**src/rtl/ad7908_spi_responder.sv**
```systemverilog
// ad7908_spi_responder
//   SPI slave emulating the serial interface of an 8-channel, 8-bit
//   successive-approximation ADC. All pins are oversampled on clk. The master
//   clocks a 12-bit control word in on MOSI while a 16-bit conversion frame
//   goes out on MISO: {1'b0, addr[2:0], data[7:0], 4'b0000}, MSB first.
//   A control write takes effect from the following frame.
//
// Ports
//   clk, rst      system clock, asynchronous active-high reset
//   spi_sck       SPI clock from master (idle level arbitrary)
//   spi_cs_n      active-low frame select
//   spi_mosi      control word, MSB first, sampled on sck falling edge
//   spi_miso      conversion result, MSB first, updated after sck falling edge
//   ch_value      eight 8-bit channel values, channel n at [8n+7:8n]
//   cfg_addr      latched channel address
//   cfg_pm        latched PM1:PM0
//   cfg_range     latched RANGE bit (status only)
//   cfg_coding    latched CODING bit: 1 straight binary, 0 two's complement
//   frame_done    one-clk pulse when cs_n rises after 16 falling sck edges
//   frame_abort   one-clk pulse when cs_n rises early
module ad7908_spi_responder #(
  parameter int         SYNC_STAGES = 2,
  parameter logic [2:0] RESET_ADDR  = 3'd0
) (
  input  logic        clk,
  input  logic        rst,
  input  logic        spi_sck,
  input  logic        spi_cs_n,
  input  logic        spi_mosi,
  output logic        spi_miso,
  input  logic [63:0] ch_value,
  output logic [2:0]  cfg_addr,
  output logic [1:0]  cfg_pm,
  output logic        cfg_range,
  output logic        cfg_coding,
  output logic        frame_done,
  output logic        frame_abort
);

  typedef enum logic [1:0] {IDLE, LOAD, SHIFT, FINISH} state_t;

  state_t state, state_nxt;

  // Pin synchronizers plus one history flop for edge detection.
  logic [SYNC_STAGES-1:0] sck_sync, cs_sync, mosi_sync;
  logic                   sck_d, cs_d;
  logic                   sck_s, cs_s, mosi_s;
  logic                   sck_fall, cs_fall, cs_rise;

  assign sck_s  = sck_sync[SYNC_STAGES-1];
  assign cs_s   = cs_sync[SYNC_STAGES-1];
  assign mosi_s = mosi_sync[SYNC_STAGES-1];

  assign sck_fall = sck_d & ~sck_s;
  assign cs_fall  = cs_d  & ~cs_s;
  assign cs_rise  = ~cs_d & cs_s;

  always_ff @(posedge clk or posedge rst) begin
    if (rst) begin
      sck_sync  <= '0;
      cs_sync   <= '1;
      mosi_sync <= '0;
      sck_d     <= 1'b0;
      cs_d      <= 1'b1;
    end else begin
      sck_sync  <= {sck_sync[SYNC_STAGES-2:0], spi_sck};
      cs_sync   <= {cs_sync[SYNC_STAGES-2:0], spi_cs_n};
      mosi_sync <= {mosi_sync[SYNC_STAGES-2:0], spi_mosi};
      sck_d     <= sck_s;
      cs_d      <= cs_s;
    end
  end

  // The synchronizers come out of reset holding cs_n = 1, so a frame that was
  // already running when reset hit would look like a fresh cs_fall once the
  // chain flushes. Frames are only accepted after cs_n has been seen high
  // through a fully flushed chain, so a reset mid-frame waits for the next
  // genuine frame start.
  logic [SYNC_STAGES:0] flush_pipe;
  logic                 armed;
  logic                 cs_fall_ok;

  always_ff @(posedge clk or posedge rst) begin
    if (rst) begin
      flush_pipe <= '0;
      armed      <= 1'b0;
    end else begin
      flush_pipe <= {flush_pipe[SYNC_STAGES-1:0], 1'b1};
      if (flush_pipe[SYNC_STAGES] && cs_s) armed <= 1'b1;
    end
  end

  assign cs_fall_ok = cs_fall & armed;

  // Conversion data for the channel latched at the start of the frame.
  logic [7:0] samp;
  logic [7:0] conv_data;

  assign samp      = ch_value[{cfg_addr, 3'b000} +: 8];
  assign conv_data = cfg_coding ? samp : (samp ^ 8'h80);

  always_ff @(posedge clk or posedge rst) begin
    if (rst) state <= IDLE;
    else     state <= state_nxt;
  end

  always_comb begin
    state_nxt = state;
    case (state)
      IDLE:    if (cs_fall_ok) state_nxt = LOAD;
      LOAD:    state_nxt = cs_rise ? FINISH : SHIFT;
      SHIFT:   if (cs_rise) state_nxt = FINISH;
      FINISH:  state_nxt = cs_fall_ok ? LOAD : IDLE;
      default: state_nxt = IDLE;
    endcase
  end

  logic [15:0] tx;
  logic [10:0] rx;   // first 11 control bits; the 12th is taken live from mosi
  logic [4:0]  cnt;

  always_ff @(posedge clk or posedge rst) begin
    if (rst) begin
      spi_miso    <= 1'b0;
      tx          <= '0;
      rx          <= '0;
      cnt         <= '0;
      cfg_addr    <= RESET_ADDR;
      cfg_pm      <= 2'b11;
      cfg_range   <= 1'b0;
      cfg_coding  <= 1'b1;
      frame_done  <= 1'b0;
      frame_abort <= 1'b0;
    end else begin
      frame_done  <= 1'b0;
      frame_abort <= 1'b0;
      case (state)
        LOAD: begin
          tx       <= {1'b0, cfg_addr, conv_data, 4'b0000};
          rx       <= '0;
          cnt      <= '0;
          spi_miso <= 1'b0;
          if (cs_rise) frame_abort <= 1'b1;
        end
        SHIFT: begin
          // cs_rise takes priority; a coincident sck_fall is dropped.
          if (cs_rise) begin
            spi_miso <= 1'b0;
            if (cnt == 5'd16) frame_done  <= 1'b1;
            else              frame_abort <= 1'b1;
          end else if (sck_fall) begin
            if (cnt < 5'd12) rx <= {rx[9:0], mosi_s};
            // 12th edge: rx holds WRITE..RANGE, mosi_s carries CODING.
            if (cnt == 5'd11 && rx[10]) begin
              cfg_addr   <= rx[7:5];
              cfg_pm     <= rx[4:3];
              cfg_range  <= rx[0];
              cfg_coding <= mosi_s;
            end
            if (cnt != 5'd16) cnt <= cnt + 5'd1;
            // Zero-filling shift: once the frame is out, tx[14] stays 0, so
            // MISO idles low for the 16th and any extra edges.
            tx       <= {tx[14:0], 1'b0};
            spi_miso <= tx[14];
          end
        end
        default: spi_miso <= 1'b0;
      endcase
    end
  end

endmodule
```
**config.mk**
```make
export PLATFORM = sky130hd
export DESIGN_NAME = ad7908_spi_responder
export DESIGN_NICKNAME = d
export VERILOG_FILES = /design/src/rtl/ad7908_spi_responder.sv
export SDC_FILE = /design/constraint.sdc
export NUM_CORES = 1
export LEC_CHECK = 0
export CAP_MARGIN = 10
export CORE_MARGIN = 4
export CORE_UTILIZATION = 35
export CTS_CLUSTER_DIAMETER = 150
export CTS_CLUSTER_SIZE = 40
export DETAILED_ROUTE_END_ITERATION = 7
export PLACE_DENSITY = 0.58
export SLEW_MARGIN = 20
export SYNTH_ARGS = -nofsm -noshare
export SYNTH_HDL_FRONTEND = slang
export SYNTH_SLANG_ARGS = --single-unit
```
**constraint.sdc**
```tcl
create_clock -name clk -period 2.2 [get_ports clk]
set_input_delay 0.55 -clock clk [delete_from_list [all_inputs] [get_ports clk]]
set_output_delay 0.55 -clock clk [all_outputs]
set_load 0.02 [all_outputs]
```
# Word-level counts from Yosys, hierarchy flattened

Index checks and enable logic that the tools add are counted.

$add $sub $neg: 1
Magnitude comparators: 1
Eq/ne operators: 13
Shifts and indexed selects: 1
Muxes and demuxes: 27
Bitwise operators: 9
Reductions and logical operators: 9

Operator list:

| operator              | count |
|---|---|
| $shiftx A64 B7 Y8     | 1 |
| $mux W11              | 3 |
| $mux W15              | 2 |
| $pmux W15 S2          | 1 |
| $pmux W11 S2          | 1 |
| $mux W5               | 3 |
| $ne A2 B2 Y1 const B  | 6 |
| $reduce_and A4 Y1     | 3 |
| $mux W1               | 11 |
| $pmux W5 S2           | 1 |
| $mux W8               | 1 |
| $pmux W2 S4           | 1 |
| $add A5 B1 Y5 const B | 1 |
| $eq A5 B4 Y1 const B  | 1 |
| $eq A5 B5 Y1 const B  | 1 |
| $lt A5 B4 Y1 const B  | 1 |
| $ne A5 B5 Y1 const B  | 1 |
| $not A1 Y1            | 5 |
| $and A1 B1 Y1         | 4 |
| $eq A2 B2 Y1 const B  | 2 |
| $mux W2               | 2 |
| $ne A3 B3 Y1 const B  | 1 |
| $reduce_and A3 Y1     | 1 |
| $eq A2 B1 Y1 const B  | 1 |
| other kinds (5)       | 6 |

Register bits after elaboration: 55
Input bits: 69
Output and inout port bits: 10
Logic and storage cells: 79

# Depth between registers and ports, before layout

Gate-level depths: netlist of the first run.

Depth in word-level cells: 5
Mapped depth: 8
Mapped depth without buffers: 6

# Least setup slack after synthesis of the first run

OpenSTA, ideal clock, no wires.

Path kind: register to register
Start point: register cfg_addr[1]
End point: register tx[5]
Setup time: 124 ps
Arrival time: 1,684 ps
Required time: 2,076 ps
Slack: 392 ps
Cell stages (with the launch flop): 7
Buffers on the path: 2
Clock period less this slack: 1,808 ps
Cells stage by stage: dfrtp_1 > clkbuf_1 > buf_2 > mux4_2 > mux2_2 > mux2i_1 > o21ai_1

Longest elaborated chain between the ends: 3

RTL lines:

| item                   | RTL line | text |
|---|---|---|
| from (decl)            | 32       | `output logic [2:0] cfg_addr,` |
| from (signal assigned) | 155      | `cfg_addr <= rx[7:5];` |
| $shiftx A64 B7 Y8      | 99       | `assign samp = ch_value[{cfg_addr, 3'b000} +: 8];` |
| $mux W8                | 100      | `assign conv_data = cfg_coding ? samp : (samp ^ 8'h80);` |
| $pmux W15 S2           | 137      | `case (state)` |
| to (signal assigned)   | 139      | `tx <= {1'b0, cfg_addr, conv_data, 4'b0000};` |
| to (signal assigned)   | 163      | `tx <= {tx[14:0], 1'b0};` |
| to (decl)              | 118      | `logic [15:0] tx;` |

Every way passes these cells.
A chain may end at the register's enable or synchronous reset.

# Worst setup path in the final report of the first run

Start point: register cfg_addr[0]
End point: output cfg_addr[0]

No word-level cell between the ends.

==> results of run 1 <==
[routing by layer]
layer	up-vias	routed length, µm	global-route usage [%]
met2	32	3190	22.2
met3	4	198	2.60
met1	946	2650	19.5
met5	-	0	0
li1	973	-	-
met4	0	50	2.84
[stage by stage]
stage / area (µm²) / setup slack, ps / util, %
floorplan: 2680 / 392 / -
global placement: 3610 / 116 / 49.0
detailed placement: 3610 / 114 / 49.0
CTS: 3700 / 106 / 50.3
global route: 3700 / 71.5 / 50.3
finish: 3700 / 137 / 50.3
[cell families (layout without fill, tap and decap cells)]
family                     Yosys count  in the layout  share of synthesized area, %
adders and majority gates            7              7                          3.26
xor gates and xnor gates             1              1                         0.327
DFF                                 51             51                          47.9
and+or+nand+nor                     62             62                          11.2
AOI/OAI and AO/OA                   35             35                          7.28
muxes                               43             43                          25.5
other                                1              1                         0.140
buffers and inverters               22            106                          4.43
[worst max-delay path, stage by stage, from the launching register on]
cell and delay [ps]:
dfrtp_1 400, buf_12 180, clkdlybuf4s50_1 630
[how the worst min path moves through the flow]
| stage | end | slack, ps | cells past startpoint |
|---|---|---|---|
| 2_1_floorplan | flush_pipe[1] | 330 | 0 |
| 3_3_place_gp | flush_pipe[2] | 330 | 0 |
| 3_5_place_dp | sck_sync[1] | 330 | 0 |
| 4_1_cts | sck_sync[1] | 360 | 0 |
| 5_1_grt | flush_pipe[2] | 360 | 0 |
| 6_report | flush_pipe[2] | 350 | 0 |
[sequential cells by signal, summed over array words and instances (netlist names)]
signal,flops
rx,11
tx,11
cnt,5
cfg_addr,3
flush_pipe,3
cfg_pm,2
cs_sync,2
mosi_sync,2
sck_sync,2
state,2
armed,1
cfg_coding,1
cfg_range,1
cs_d,1
frame_abort,1
frame_done,1
sck_d,1
spi_miso,1
[final cells by class]
| type | count | area, µm² | share of cell area [%] |
|---|---|---|---|
| flip-flops and latches | 51 | 1280 | 34.7 |
| clock buffers | 6 | 72.6 | 1.96 |
| multi-input cells | 149 | 1280 | 34.6 |
| repair buffers | 90 | 896 | 24.2 |
| clock inverters | 2 | 17.5 | 0.473 |
| inverters | 8 | 30.0 | 0.811 |
| well taps | 99 | 124 | 3.34 |
[layout by cell type, fill, tap and decap left out, drive strengths merged, types with 2 or more instances in the layout]
master          n
clkbuf          6
nand4           3
dfrtp          45
nand2b          2
nand2          36
a21oi           3
buf            12
nor2            6
ha              7
nor2b           2
o21ai          24
clkdlybuf4s50  78
clkinv          2
and3            2
dfstp           6
mux2i          14
a31oi           2
and4            2
mux2           13
mux4           16
inv             8
[report_power, final]
part	switching [mW]	internal [mW]	total [mW]
Combinational	0.446	0.411	0.857
Clock	0.300	0.229	0.528
Sequential	0.0785	1.08	1.16
Total	0.825	1.72	2.55
==> flow_summary.yaml, run 1 <==
grt:
  grt_overflow: 0
  grt_pass1_wl_um: 9890
  grt_antenna_before_repair: 0
  grt_pass1_vias: 1986
  grt_max_degree: 36
  gr-usage-all-layers_pct: 13.8
critical_path:
  cp.required_ps: 1650
  critPathLaunchType: "register"
  worstRegToRegCells: 6
  arrival_ps: 1510
  cp-end-kind: "output port"
  cp-endpoint: "cfg_addr[0]"
  r2r_end: "tx[12]"
  worstSetupPathType: "reg -> out"
  crit_path_start: "cfg_addr[0]"
  path_max_fanout: 18
  rr_startpoint: "state[0]"
  regToRegSetupSlack_ps: 300
yosys:
  synth_area_leaders: "dfrtp_1 (42%), mux4_1 (9.8%), dfstp_2 (5.9%)"
  ys_ff_latch: 51
  netlist.area_leader.share_pct: 42.0
  synth.avg_cell_area_um2: 12.1
  netlist-cell-type-count: 43
  synth_edf_count: 0
  async_flop_share_pct: 100
  yosysMostFrequentCell: "dfrtp_1"
  synth_flop_cell: "dfrtp_1"
  synth_common_cells: "dfrtp_1 (45), nand2_1 (36), o21ai_0 (18), mux2i_1 (14), mux2_2 (13)"
  synth_cells: 222
  synth_nets: 298
  ys_seq_area_share_pct: 47.9
  synth_area_leader_cell: "dfrtp_1"
  yosys_warnings: 0
  syn-cell-area_um2: 2680
timing:
  rsz0062_at_grt: "false"
  final.setup.tns_ps: 0
  hold_viol_final: 0
  clock.fmax_mhz: 485
  finalSetupViolations: 0
  clock_skew_ps: 10.3
  relSlewSlack_pct: 55.1
  period_share_pct: 93.8
  fin_crit_ps: 2060
  tightest_slew_ps: 671
  whs_ps: 354
  finalMaxSlewViolations: 0
route:
  first_pass_iters: 4
  vias: 1955
  vias_per_cell: 4.83
  drt-initial-drc-count: 71
  totalWireLength_um: 6080
  ant_nets: 0
  post-route-drc-count: 0
  routedWlPerCell_um: 15.0
power:
  p_per_area_nw_per_um2: 687
  totalPowerFinal_mw: 2.55
  leakage_nw: 1.53
  peakVddDrop_mv: 0.422
cells_and_area:
  antenna_cells: 0
  final_cell_count_no_fill: 405
  fillers: 684
  final_nets: 381
  layout-drive-gt1-share_pct: 15.7
  area_growth_pct: 38.1
clock_tree:
  htree_num_levels: 2
  cts_setup_buffers: 0
  ctsLongestPathBuffers: 2
  cts_buffers: 5
  ctsHoldBuffers: 0
  clk_latency_ps: 300
  clk_pin_slew_worst_paths_ps: 90
  post_cts_resized: 0
  cts_tree: "done"
  cts.root.buffer_cell: "clkbuf_8"
  cts.sinks: 51
placed_design:
  dpl.hpwl_um: 4770
  place_inst: 397
  place_congestion: 0.768
  portBuffers: 78
min_path:
  min_from: "flush_pipe[1]"
  hold_class: "reg -> reg"
floorplan:
  start_util_pct: 36.4
  placementRows: 31
  io-pin-count: 79
  die_w_um: 95.5
  die_area_um2: 9130
  core_um2: 7370
  dieHeight_um: 95.5
run_status:
  status: "completed"
job:
  drv_cap: 0
(Power assumes the default switching activity.)
==> inputs of run 2 (changes only) <==
CORE_ASPECT_RATIO = 0.75   (was unset)
CORE_MARGIN = 8   (was 4)
GPL_TIMING_DRIVEN = 0   (was unset)
==> run 2 against run 1 <==
Against the previous run: clock-buffer cell count did not move; global-route usage fell by 1.5 points; routed wire length rose by 6.5%; setup slack improved by 27 ps; final cell count rose by 1.2%; sequential share of layout area barely moved; worst hold slack improved by 0.87 ps; critical endpoint is now cfg_coding; first-iteration DRC count rose by 37%; core utilization fell by 0.25 points; largest cell class unchanged; maximum frequency rose by 1.3%; combinational power fell by 2%.
==> flow_summary.yaml, run 2 (same netlist as run 1, synthesis figures left out) <==
grt:
  grt_overflow: 0
  grt_pass1_vias: 2024
  grt_max_degree: 30
  gr-usage-all-layers_pct: 12.3
  grt_antenna_before_repair: 0
  grt_pass1_wl_um: 10500
route:
  vias: 1994
  routedWlPerCell_um: 15.8
  post-route-drc-count: 0
  ant_nets: 0
  totalWireLength_um: 6480
  drt-initial-drc-count: 97
  vias_per_cell: 4.86
  first_pass_iters: 4
floorplan:
  dieHeight_um: 91.8
  die_w_um: 117
  io-pin-count: 79
  core_um2: 7400
  die_area_um2: 10800
  placementRows: 27
  start_util_pct: 36.3
job:
  drv_cap: 0
timing:
  clock.fmax_mhz: 491
  clock_skew_ps: 6.16
  rsz0062_at_grt: "false"
  relSlewSlack_pct: 62.8
  finalSetupViolations: 0
  hold_viol_final: 0
  fin_crit_ps: 2040
  tightest_slew_ps: 559
  finalMaxSlewViolations: 0
  period_share_pct: 92.6
min_path:
  min_from: "mosi_sync[0]"
  holdPathStages: 0
  min_to: "mosi_sync[1]"
  hold_class: "reg -> reg"
cells_and_area:
  reg_top3: "rx x11, tx x11, cnt x5"
  regArea_um2: 1280
  fillers: 664
  final_core_util_pct: 50.0
  antenna_cells: 0
  area_growth_pct: 37.9
  final_cell_count_no_fill: 410
  final_cell_area_um2: 3700
  final_common_cell: "clkdlybuf4s50_1"
  final_nets: 384
  layout-drive-gt1-share_pct: 14.2
  final_cell_mix: "clkdlybuf4s50_1 (78), dfrtp_1 (45), nand2_1 (36)"
  multi_input_area_um2: 1280
critical_path:
  cp.required_ps: 1650
  slowest_stage: "clkdlybuf4s50_1"
  arrival_ps: 1490
  r2r_end: "tx[5]"
  worstRegToRegCells: 6
  path_max_fanout: 4
  crit_chain: "clkdlybuf4s50_1"
  cp_top_family: "buffers and inverters"
  critPathLaunchType: "register"
  rr_startpoint: "cfg_addr[1]"
  cp_num_buf_inv: 1
  cp-end-kind: "output port"
  critPathMaxStageDelay_ps: 610
  regToRegSetupSlack_ps: 200
  worstSetupPathType: "reg -> out"
clock_tree:
  cts_tree: "done"
  ctsHoldBuffers: 0
  cts.root.buffer_cell: "clkbuf_8"
  post_cts_resized: 0
  cts_buffers: 5
  clk_latency_ps: 300
  htree_num_levels: 2
  cts.sinks: 51
  ctsLongestPathBuffers: 2
  cts_setup_buffers: 0
  clk_pin_slew_worst_paths_ps: 90
placed_design:
  place_congestion: 0.792
  place_inst: 402
  dpl.hpwl_um: 5120
  portBuffers: 78
  place_area_um2: 3610
power:
  netSwitchingFraction_pct: 33.2
  p_seq_share_pct: 45.7
  totalPowerFinal_mw: 2.54
  netSwitchingPower_mw: 0.844
  leakage_nw: 1.51
  p_comb_share_pct: 33.1
  p_per_area_nw_per_um2: 687
  power.internal_mw: 1.70
  clkPwrFrac_pct: 21.2
  peakVddDrop_mv: 0.314
run_status:
  status: "completed"
[run 2: power by group through the flow]
stage	registers (mW)	clock network, mW	logic, mW
global route	1.18	0.601	0.950
detailed placement	1.18	0	0.843
global placement	1.18	0	0.831
CTS	1.16	0.561	0.846
floorplan	1.16	0	0.566
finish	1.16	0.539	0.841
[run 2: layer usage]
layer | vias to the layer above | part of all wire, % | GRT usage, %
li1 | 977 | - | -
met1 | 967 | 47 | 17.1
met2 | 45 | 47 | 18.8
met3 | 5 | 5.5 | 3.27
met4 | 0 | 0.59 | 2.87
met5 | - | 0 | 0
[run 2: cell type report]
cell class              count  area share (%)
flip-flops and latches     51            34.7
inverters                   8           0.812
repair buffers             79            21.6
multi-input cells         149            34.6
plain buffers              14            2.40
clock inverters             2           0.473
clock buffers               6            1.96
well taps                 101            3.42
[run 2: how the worst max path moves through the flow]
stage                  from    endpoint  depth (start not counted)
3_3_place_gp            rst       tx[9]                          2
3_5_place_dp   ch_value[11]       tx[7]                          5
6_report         cfg_coding  cfg_coding                          1
2_1_floorplan   cfg_addr[1]       tx[5]                          6
5_1_grt         cfg_addr[1]       tx[5]                          6
4_1_cts          cfg_coding  cfg_coding                          1
[run 2: stage by stage]
step	setup slack, ps	setup TNS, ps	hold WS, ps
after global placement	-593	-27360	332
after global routing	46.5	0	367
after CTS	131	0	358
after floorplan	392	0	331
after detailed placement	112	0	336
final	164	0	354
